<file path="src/rtl/cpu_pkg.sv">
// Shared definitions for the 16-bit CPU pipeline: data/register widths,
// writeback source encoding and the writeback-stage state encoding.
package cpu_pkg;

    localparam int DSIZE = 16;
    localparam int RSIZE = 4;

    typedef enum logic [2:0] {
        WB_NONE = 3'd0,
        WB_ALU  = 3'd1,
        WB_LOAD = 3'd2,
        WB_LHB  = 3'd3,
        WB_LLB  = 3'd4,
        WB_JAL  = 3'd5
    } wb_op_e;

    typedef enum logic [1:0] {
        ST_EMPTY = 2'd0,
        ST_FULL  = 2'd1,
        ST_WAIT  = 2'd2
    } wb_state_e;

    // Encodings 6 and 7 are reserved and behave as NONE.
    function automatic wb_op_e wb_op_decode(input logic [2:0] raw);
        case (raw)
            3'd1:    return WB_ALU;
            3'd2:    return WB_LOAD;
            3'd3:    return WB_LHB;
            3'd4:    return WB_LLB;
            3'd5:    return WB_JAL;
            default: return WB_NONE;
        endcase
    endfunction

endpackage

</file>
<file path="src/rtl/wb_mux.sv">
// Writeback data merge: selects ALU result, byte-immediate merges into the
// old register value, or the JAL return address. Loads and NONE yield 0.
module wb_mux
    import cpu_pkg::*;
#(
    parameter int DSIZE = cpu_pkg::DSIZE
) (
    input  wb_op_e           op,
    input  logic [DSIZE-1:0] alu,
    input  logic [7:0]       imm,
    input  logic [DSIZE-1:0] old,
    input  logic [DSIZE-1:0] pc1,
    output logic [DSIZE-1:0] data
);

    always_comb begin
        data = '0;
        case (op)
            WB_ALU:  data = alu;
            WB_LHB:  data = {imm, old[DSIZE-9:0]};
            WB_LLB:  data = {old[DSIZE-1:8], imm};
            WB_JAL:  data = pc1;
            default: data = '0;
        endcase
    end

endmodule

</file>
<file path="src/rtl/wb_stage.sv">
// Writeback stage: single-entry holding register in front of the register
// file write port, with load-data stall and a bounded load timeout.
module wb_stage
    import cpu_pkg::*;
#(
    parameter int DSIZE   = cpu_pkg::DSIZE,
    parameter int RSIZE   = cpu_pkg::RSIZE,
    parameter int TIMEOUT = 255
) (
    input  logic             clk,
    input  logic             rst,
    input  logic             in_valid,
    output logic             in_ready,
    input  logic [2:0]       in_op,
    input  logic [RSIZE-1:0] in_rd,
    input  logic [DSIZE-1:0] in_alu,
    input  logic [7:0]       in_imm,
    input  logic [DSIZE-1:0] in_old,
    input  logic [DSIZE-1:0] in_pc1,
    input  logic             mem_rvalid,
    input  logic [DSIZE-1:0] mem_rdata,
    output logic             rf_wen,
    output logic [RSIZE-1:0] rf_waddr,
    output logic [DSIZE-1:0] rf_wdata,
    output logic             busy,
    output logic [15:0]      retire_cnt,
    output logic             err
);

    localparam logic [15:0] WAIT_LAST = 16'(TIMEOUT - 1);

    wb_state_e        state_reg, state_next;
    wb_op_e           op_reg, op_next;
    logic [RSIZE-1:0] rd_reg, rd_next;
    logic [DSIZE-1:0] data_reg, data_next;
    logic [15:0]      wait_cnt_reg, wait_cnt_next;
    logic [15:0]      retire_cnt_reg, retire_cnt_next;
    logic             err_reg, err_next;

    wb_op_e           in_op_dec;
    logic [DSIZE-1:0] merged_data;
    logic             completing;
    logic             retiring;
    logic             accept;
    logic             wen_raw;
    logic [DSIZE-1:0] wdata_raw;

    assign in_op_dec = wb_op_decode(in_op);

    wb_mux #(
        .DSIZE(DSIZE)
    ) u_wb_mux (
        .op   (in_op_dec),
        .alu  (in_alu),
        .imm  (in_imm),
        .old  (in_old),
        .pc1  (in_pc1),
        .data (merged_data)
    );

    always_ff @(posedge clk) begin
        if (rst) begin
            state_reg      <= ST_EMPTY;
            op_reg         <= WB_NONE;
            rd_reg         <= '0;
            data_reg       <= '0;
            wait_cnt_reg   <= '0;
            retire_cnt_reg <= '0;
            err_reg        <= 1'b0;
        end else begin
            state_reg      <= state_next;
            op_reg         <= op_next;
            rd_reg         <= rd_next;
            data_reg       <= data_next;
            wait_cnt_reg   <= wait_cnt_next;
            retire_cnt_reg <= retire_cnt_next;
            err_reg        <= err_next;
        end
    end

    always_comb begin
        completing      = 1'b0;
        retiring        = 1'b0;
        wen_raw         = 1'b0;
        wdata_raw       = data_reg;
        state_next      = state_reg;
        op_next         = op_reg;
        rd_next         = rd_reg;
        data_next       = data_reg;
        wait_cnt_next   = wait_cnt_reg;
        retire_cnt_next = retire_cnt_reg;
        err_next        = err_reg;

        case (state_reg)
            ST_FULL: begin
                completing = 1'b1;
                retiring   = 1'b1;
                wen_raw    = (op_reg != WB_NONE) && (rd_reg != '0);
            end
            ST_WAIT: begin
                if (mem_rvalid) begin
                    completing = 1'b1;
                    retiring   = 1'b1;
                    wen_raw    = (rd_reg != '0);
                    wdata_raw  = mem_rdata;
                end else if (wait_cnt_reg == WAIT_LAST) begin
                    // Give up on the load: flag it and free the stage unwritten.
                    completing = 1'b1;
                    err_next   = 1'b1;
                end else begin
                    wait_cnt_next = wait_cnt_reg + 16'd1;
                end
            end
            default: ;
        endcase

        in_ready = (state_reg == ST_EMPTY) || completing;
        accept   = in_valid && in_ready;

        if (retiring) begin
            retire_cnt_next = retire_cnt_reg + 16'd1;
        end

        if (accept) begin
            op_next   = in_op_dec;
            rd_next   = in_rd;
            data_next = merged_data;
            if (in_op_dec == WB_LOAD) begin
                state_next    = ST_WAIT;
                wait_cnt_next = '0;
            end else begin
                state_next = ST_FULL;
            end
        end else if (completing) begin
            state_next = ST_EMPTY;
        end
    end

    // A reset cycle must never write, even if load data arrives in it.
    assign rf_wen = wen_raw && !rst;

    for (genvar gi = 0; gi < DSIZE; gi++) begin : g_wdata_gate
        assign rf_wdata[gi] = wdata_raw[gi] & rf_wen;
    end

    for (genvar gi = 0; gi < RSIZE; gi++) begin : g_waddr_gate
        assign rf_waddr[gi] = rd_reg[gi] & rf_wen;
    end

    assign busy       = (state_reg != ST_EMPTY);
    assign retire_cnt = retire_cnt_reg;
    assign err        = err_reg;

endmodule

</file>
<file path="config.mk">
export PLATFORM = sky130hd
export DESIGN_NAME = wb_stage
export DESIGN_NICKNAME = d
export VERILOG_FILES = /design/src/rtl/cpu_pkg.sv /design/src/rtl/wb_mux.sv /design/src/rtl/wb_stage.sv
export SDC_FILE = /design/constraint.sdc
export NUM_CORES = 1
export LEC_CHECK = 0
export ABC_AREA = 1
export BUFFER_PORTS_ARGS = -buffer_cell sky130_fd_sc_hd__buf_2
export CORE_MARGIN = 2
export CORE_UTILIZATION = 25
export CTS_BUF_LIST = sky130_fd_sc_hd__clkbuf_4
export DETAILED_ROUTE_END_ITERATION = 12
export GPL_TIMING_DRIVEN = 1
export PLACE_DENSITY_LB_ADDON = 0.05
export SYNTH_ARGS = -nofsm -noshare
export SYNTH_HDL_FRONTEND = slang
export SYNTH_HIERARCHICAL = 1
export SYNTH_SLANG_ARGS = --single-unit
</file>
<file path="constraint.sdc">
create_clock -name clk -period 2.1 [get_ports clk]
set_input_delay 0.21 -clock clk [delete_from_list [all_inputs] [get_ports clk]]
set_output_delay 0.21 -clock clk [all_outputs]
set_load 0.05 [all_outputs]
</file>
== After elaboration in Yosys (flattened, before gate mapping) ==
Cells that the tools add are included.

* Register bits after elaboration: 58
* Input port bits: 83
* Output and inout port bits: 40
* Logic and storage cells: 73

* Add/subtract/negate cells: 2
* Eq/ne operators: 13
* Multiplexer cells: 19
* Bitwise logic cells: 21
* Reductions and logical operators: 11

{| class="wikitable"
|+ Operators by type and width
! kind !! number
|-
| 16-bit two-way mux || 7
|-
| 16-bit one-hot mux with 4 select lines || 1
|-
| 16-bit by 1-bit adder with 16-bit output, second input constant || 2
|-
| 1-bit AND || 20
|-
| 16-bit by 8-bit == test with 1-bit output, second input constant || 1
|-
| 3-bit one-hot mux with 5 select lines || 1
|-
| 3-bit by 2-bit == test with 1-bit output, second input constant || 4
|-
| 3-bit == test, second input constant || 4
|-
| 3-bit by 1-bit == test with 1-bit output, second input constant || 2
|-
| 2-bit two-way mux || 3
|-
| 1-bit one-hot mux with 2 select lines || 3
|-
| 1-bit two-way mux || 4
|-
| 2-bit nonzero test || 2
|-
| 4-bit nonzero test || 1
|-
| 1-bit logical AND || 3
|-
| 3-bit AND reduction || 1
|-
| 3-bit nonzero test || 1
|-
| 2-bit by 1-bit == test with 1-bit output, second input constant || 1
|-
| 2-bit == test, second input constant || 1
|-
| 2-bit zero test || 1
|-
| 1-bit zero test || 1
|-
| 1-bit logical OR || 1
|-
| 1-bit inverter || 1
|}

== Longest topological paths before layout ==
* Depth after elaboration: 7
* Gate-level depth with buffers: 16
* Mapped depth without buffers: 14

== Modules after synthesis ==
Netlist, hierarchy kept.

{| class="wikitable"
|+ By module, submodules not included
! module !! times used !! cells each !! area an instance (µm²) !! sequential area each (µm²)
|-
| wb_stage || 1 || 527 || 3423.3 || 1161.1
|-
| wb_mux || 1 || 175 || 752.0 || 0.0
|}

== Worst setup path before layout ==
OpenSTA, ideal clock, no wires.

* Kind: reg-to-output
* Start: register state_reg[0]
* End: output rf_wdata[0]
* Arrival: 2052 ps
* Required time: 1890 ps
* Setup slack: -162 ps
* Stages on the path, launching flop included: 11
* Path buffers: 2
* Path through: dfxtp_1 inv_1 ha_1 buf_4 nand2_4 nand2_2 nand2_4 inv_2 nand4_1 clkbuf_1 a21oi_1

* Cells in the longest elaborated chain, start to end: 4
* Elaborated cells on any way between the ends: 6
* Those cells by class: eq/ne: 2; mux: 2; bitwise: 1; reduce/logical: 1

{| class="wikitable"
|+ RTL lines
! what !! line !! RTL
|-
| from (decl) || wb_stage.sv:32 || <nowiki>wb_state_e state_reg, state_next;</nowiki>
|-
| from (signal assigned) || wb_stage.sv:71 || <nowiki>state_reg <= state_next;</nowiki>
|-
| 2-bit == test / 2-bit by 1-bit == test with 1-bit output (equally long branches) || wb_stage.sv:94 || <nowiki>case (state_reg)</nowiki>
|-
| 1-bit one-hot mux with 2 select lines || wb_stage.sv:94 ||
|-
| 1-bit logical AND || wb_stage.sv:140 || <nowiki>assign rf_wen = wen_raw && !rst;</nowiki>
|-
| 1-bit AND * || wb_stage.sv:143 || <nowiki>assign rf_wdata[gi] = wdata_raw[gi] & rf_wen;</nowiki>
|-
| to (decl) || wb_stage.sv:24 || <nowiki>output logic [DSIZE-1:0] rf_wdata,</nowiki>
|}

Mark *: on every way between the ends. The rest lies on a longest branch, timed or not.

== Worst setup path in the final report ==
* Start: register state_reg[1]
* End: output rf_wdata[5]

The elaborated chain is that of the path after synthesis.

==> impl_metrics.yaml <==
detailed_routing:
  avgRoutedWirePerCell_um: 13.0
  drt_iter0_markers: 227
  wl_mm: 13.8
  ant_nets: 0
  dr.pass1.iters: 5
  viasPerCell: 4.35
  drc: 0
  vias: 4616
die:
  die_h_um: 133
  core_um2: 16500
  rows: 47
  io_pins: 123
  die_w_um: 133
  die_area_um2: 17800
  initial_core_util: 0.254
timing:
  max_slew_margin: 0.705
  clock.fmax_mhz: 461
  worst_slack_ps: -70.5
  drv_slew: 0
  finalClockSkew_ps: 21.4
  post-route-period-util: 1.03
  rsz0062_at_grt: "true"
  finalSetupViolCount: 20
  worstMarginPinSlew_ps: 443
  tns_ps: -1100
  fin_crit_ps: 2170
  finalHoldViolations: 0
clocking:
  numClockSinks: 58
  clk_latency_ps: 440
  cts.path.max_buffers: 2
  root_buffer: "clkbuf_4"
  path_clk_slew_ps: 110
  hold_buffers: 0
  ctsHtreeMaxLevel: 3
  numCtsBuffers: 9
  cts_tree: "yes"
synth:
  ys_seq_elements: 58
  syn_nets: 793
  syn_inst: 702
  async_reset_ff_frac: 0
  synth-edff-count: 0
  synthFlopType: "dfxtp_1"
  syn_avg_cell_area_um2: 5.95
  ys_warn_count: 6
  yosysSeqAreaShare: 0.278
  synth_area_um2: 4180
  synth_cell_types: 32
critical_path:
  path_buf_inv: 5
  required_ps: 1890
  path_delay_family: "buffers and inverters"
  crit_top_cell: "buf_6"
  crit_slowest_cell: "dfxtp_4"
  worstPathMaxFanout: 5
  max_stage_delay_ps: 400
  worstSetupPathType: "reg -> out"
  worstPathArrival_ps: 1960
  r2r_end: "retire_cnt[14]"
  crit_path_start_kind: "flip-flop"
  r2r-start: "state_reg[1]"
  reg2reg_slack_ps: 200
  cp_cell_sequence: "inv_4 > ha_4 > nand2_4 > inv_4 > nand4_1 > buf_6 > buf_6 > a21oi_2 > buf_6"
  worstRegToRegCells: 12
  end_kind: "primary output"
global_route:
  grt_max_degree: 40
  grt_pass1_wl_mm: 22.8
  overflow: 0
  antenna_found_initial: 1
  grt_pass1_vias: 4590
  track_usage: 0.160
power_and_ir_drop:
  peakVddDrop_uv: 242
  total_leakage_power_nw: 2.84
  finalPower_mw: 2.86
  p_per_area_nw_per_um2: 489
min_path:
  hold_start: "in_rd[0]"
  holdPathStages: 5
  hold_class: "in -> reg"
  holdPathEnd: "rd_reg[0]"
cells_and_area:
  drive_gt1_frac: 0.291
  multi_input_area_um2: 2610
  area_growth_pct: 40.1
  seqCellArea_um2: 1180
  fillerInstances: 1850
  fin_nets: 925
status:
  violations: "negative setup slack"
  status: "finished, violations left"
run:
  maxCapViolations: 0
place:
  io_buffer_count: 122
  dp_hpwl_mm: 10.2
  gp_congestion: 0.832
[worst min-delay path: stages]
cell and delay [ps]:
buf_2 90, inv_1 40, nand3_1 70, nand2_1 50, nor2_1 70
[worst max path at each step]
stage                               to    startpoint  depth (start not counted)  slack [ps]
final                      rf_wdata[5]  state_reg[1]                          9         -70
after global routing      rf_wdata[10]  state_reg[1]                          9        -180
after CTS                 rf_wdata[14]  state_reg[0]                         11        -100
after detailed placement   data_reg[8]      in_op[1]                         16          40
after global placement     data_reg[8]      in_op[1]                         16          50
after floorplan            rf_wdata[0]  state_reg[0]                         10        -160
[placed cells by master (no fill, tap or decap), drive strengths merged]
cell type  instances
nand4             22
ha                 8
inv              130
o211a              1
and2               1
diode              1
a21oi             54
xnor2              3
o21a               2
nand3             78
nand2            144
bufinv             2
o211ai             1
nor2             128
clkbuf             9
nor3              13
clkinvlp           4
clkinv             1
a211oi             2
o21bai             2
xor2               9
o21ai             10
dfxtp             58
nor3b              1
buf              156
[cells by family (layout without fill, tap and decap cells)]
logic type	Yosys count	count (layout)	share of synthesized area
compound gates	72	72	0.101
xor+xnor	12	12	0.0252
fa+ha+maj	8	8	0.0240
buf+inv	165	302	0.162
flops	58	58	0.278
other cells	0	1	0
simple gates	387	387	0.410
[layer usage]
metal / up-vias / part of all wire / GRT usage
met5: - / 0 / 0
met4: 0 / 0.012 / 0.0443
met3: 11 / 0.046 / 0.0308
met2: 108 / 0.43 / 0.248
met1: 2050 / 0.51 / 0.227
li1: 2447 / - / -
[synth_stat cells, drive strengths merged (2+ instances only)]
cell type / count / area [µm²]
dfxtp: 58 / 1160
buf: 20 / 131
nand4: 22 / 138
xnor2: 3 / 26.3
xor2: 9 / 78.8
inv: 130 / 488
a21oi: 54 / 308
nor2: 128 / 508
o21a: 2 / 15.0
a211oi: 2 / 15.0
nand2: 144 / 578
o21ai: 10 / 50.1
nor3: 13 / 65.1
o21bai: 2 / 15.0
ha: 8 / 100
nand3: 78 / 405
clkbuf: 15 / 56.3
[cell type report]
cell class | count | area share
Sequential cell | 58 | 0.201
Antenna cell | 1 | 0.000428
Timing Repair Buffer | 156 | 0.194
Tap cell | 220 | 0.0471
Multi-Input combinational cell | 479 | 0.445
Inverter | 130 | 0.0847
Clock buffer | 9 | 0.0116
Clock inverter | 7 | 0.0160
[where the power goes]
group          internal (mW)  switching (mW)  total [mW]
Clock                  0.477           0.479       0.955
Sequential              1.15          0.0387        1.19
Combinational          0.285           0.430       0.714
[per-stage QoR]
stage	area [µm²]	hold WS (ps)	utilization	std cells	setup slack, ps
6_report	5850	122	0.355	1060	-70.5
5_1_grt	5850	125	0.355	1060	-184
4_1_cts	5690	88.6	0.346	1054	-101
3_5_place_dp	5060	457	0.308	1027	40.8
3_3_place_gp	5060	450	0.308	1027	50.6
2_1_floorplan	4180	421	-	702	-162
[timing repair]
| item | in CTS | in global routing |
|---|---|---|
| pin swaps | 5 | 6 |
| setup buffers | 8 | 5 |
| endpoints found under the setup margin | 22 | 62 |
| resized for setup | 100 | 28 |
| gates cloned | 3 | 0 |
No activity file was read; power rests on OpenSTA's default activity.
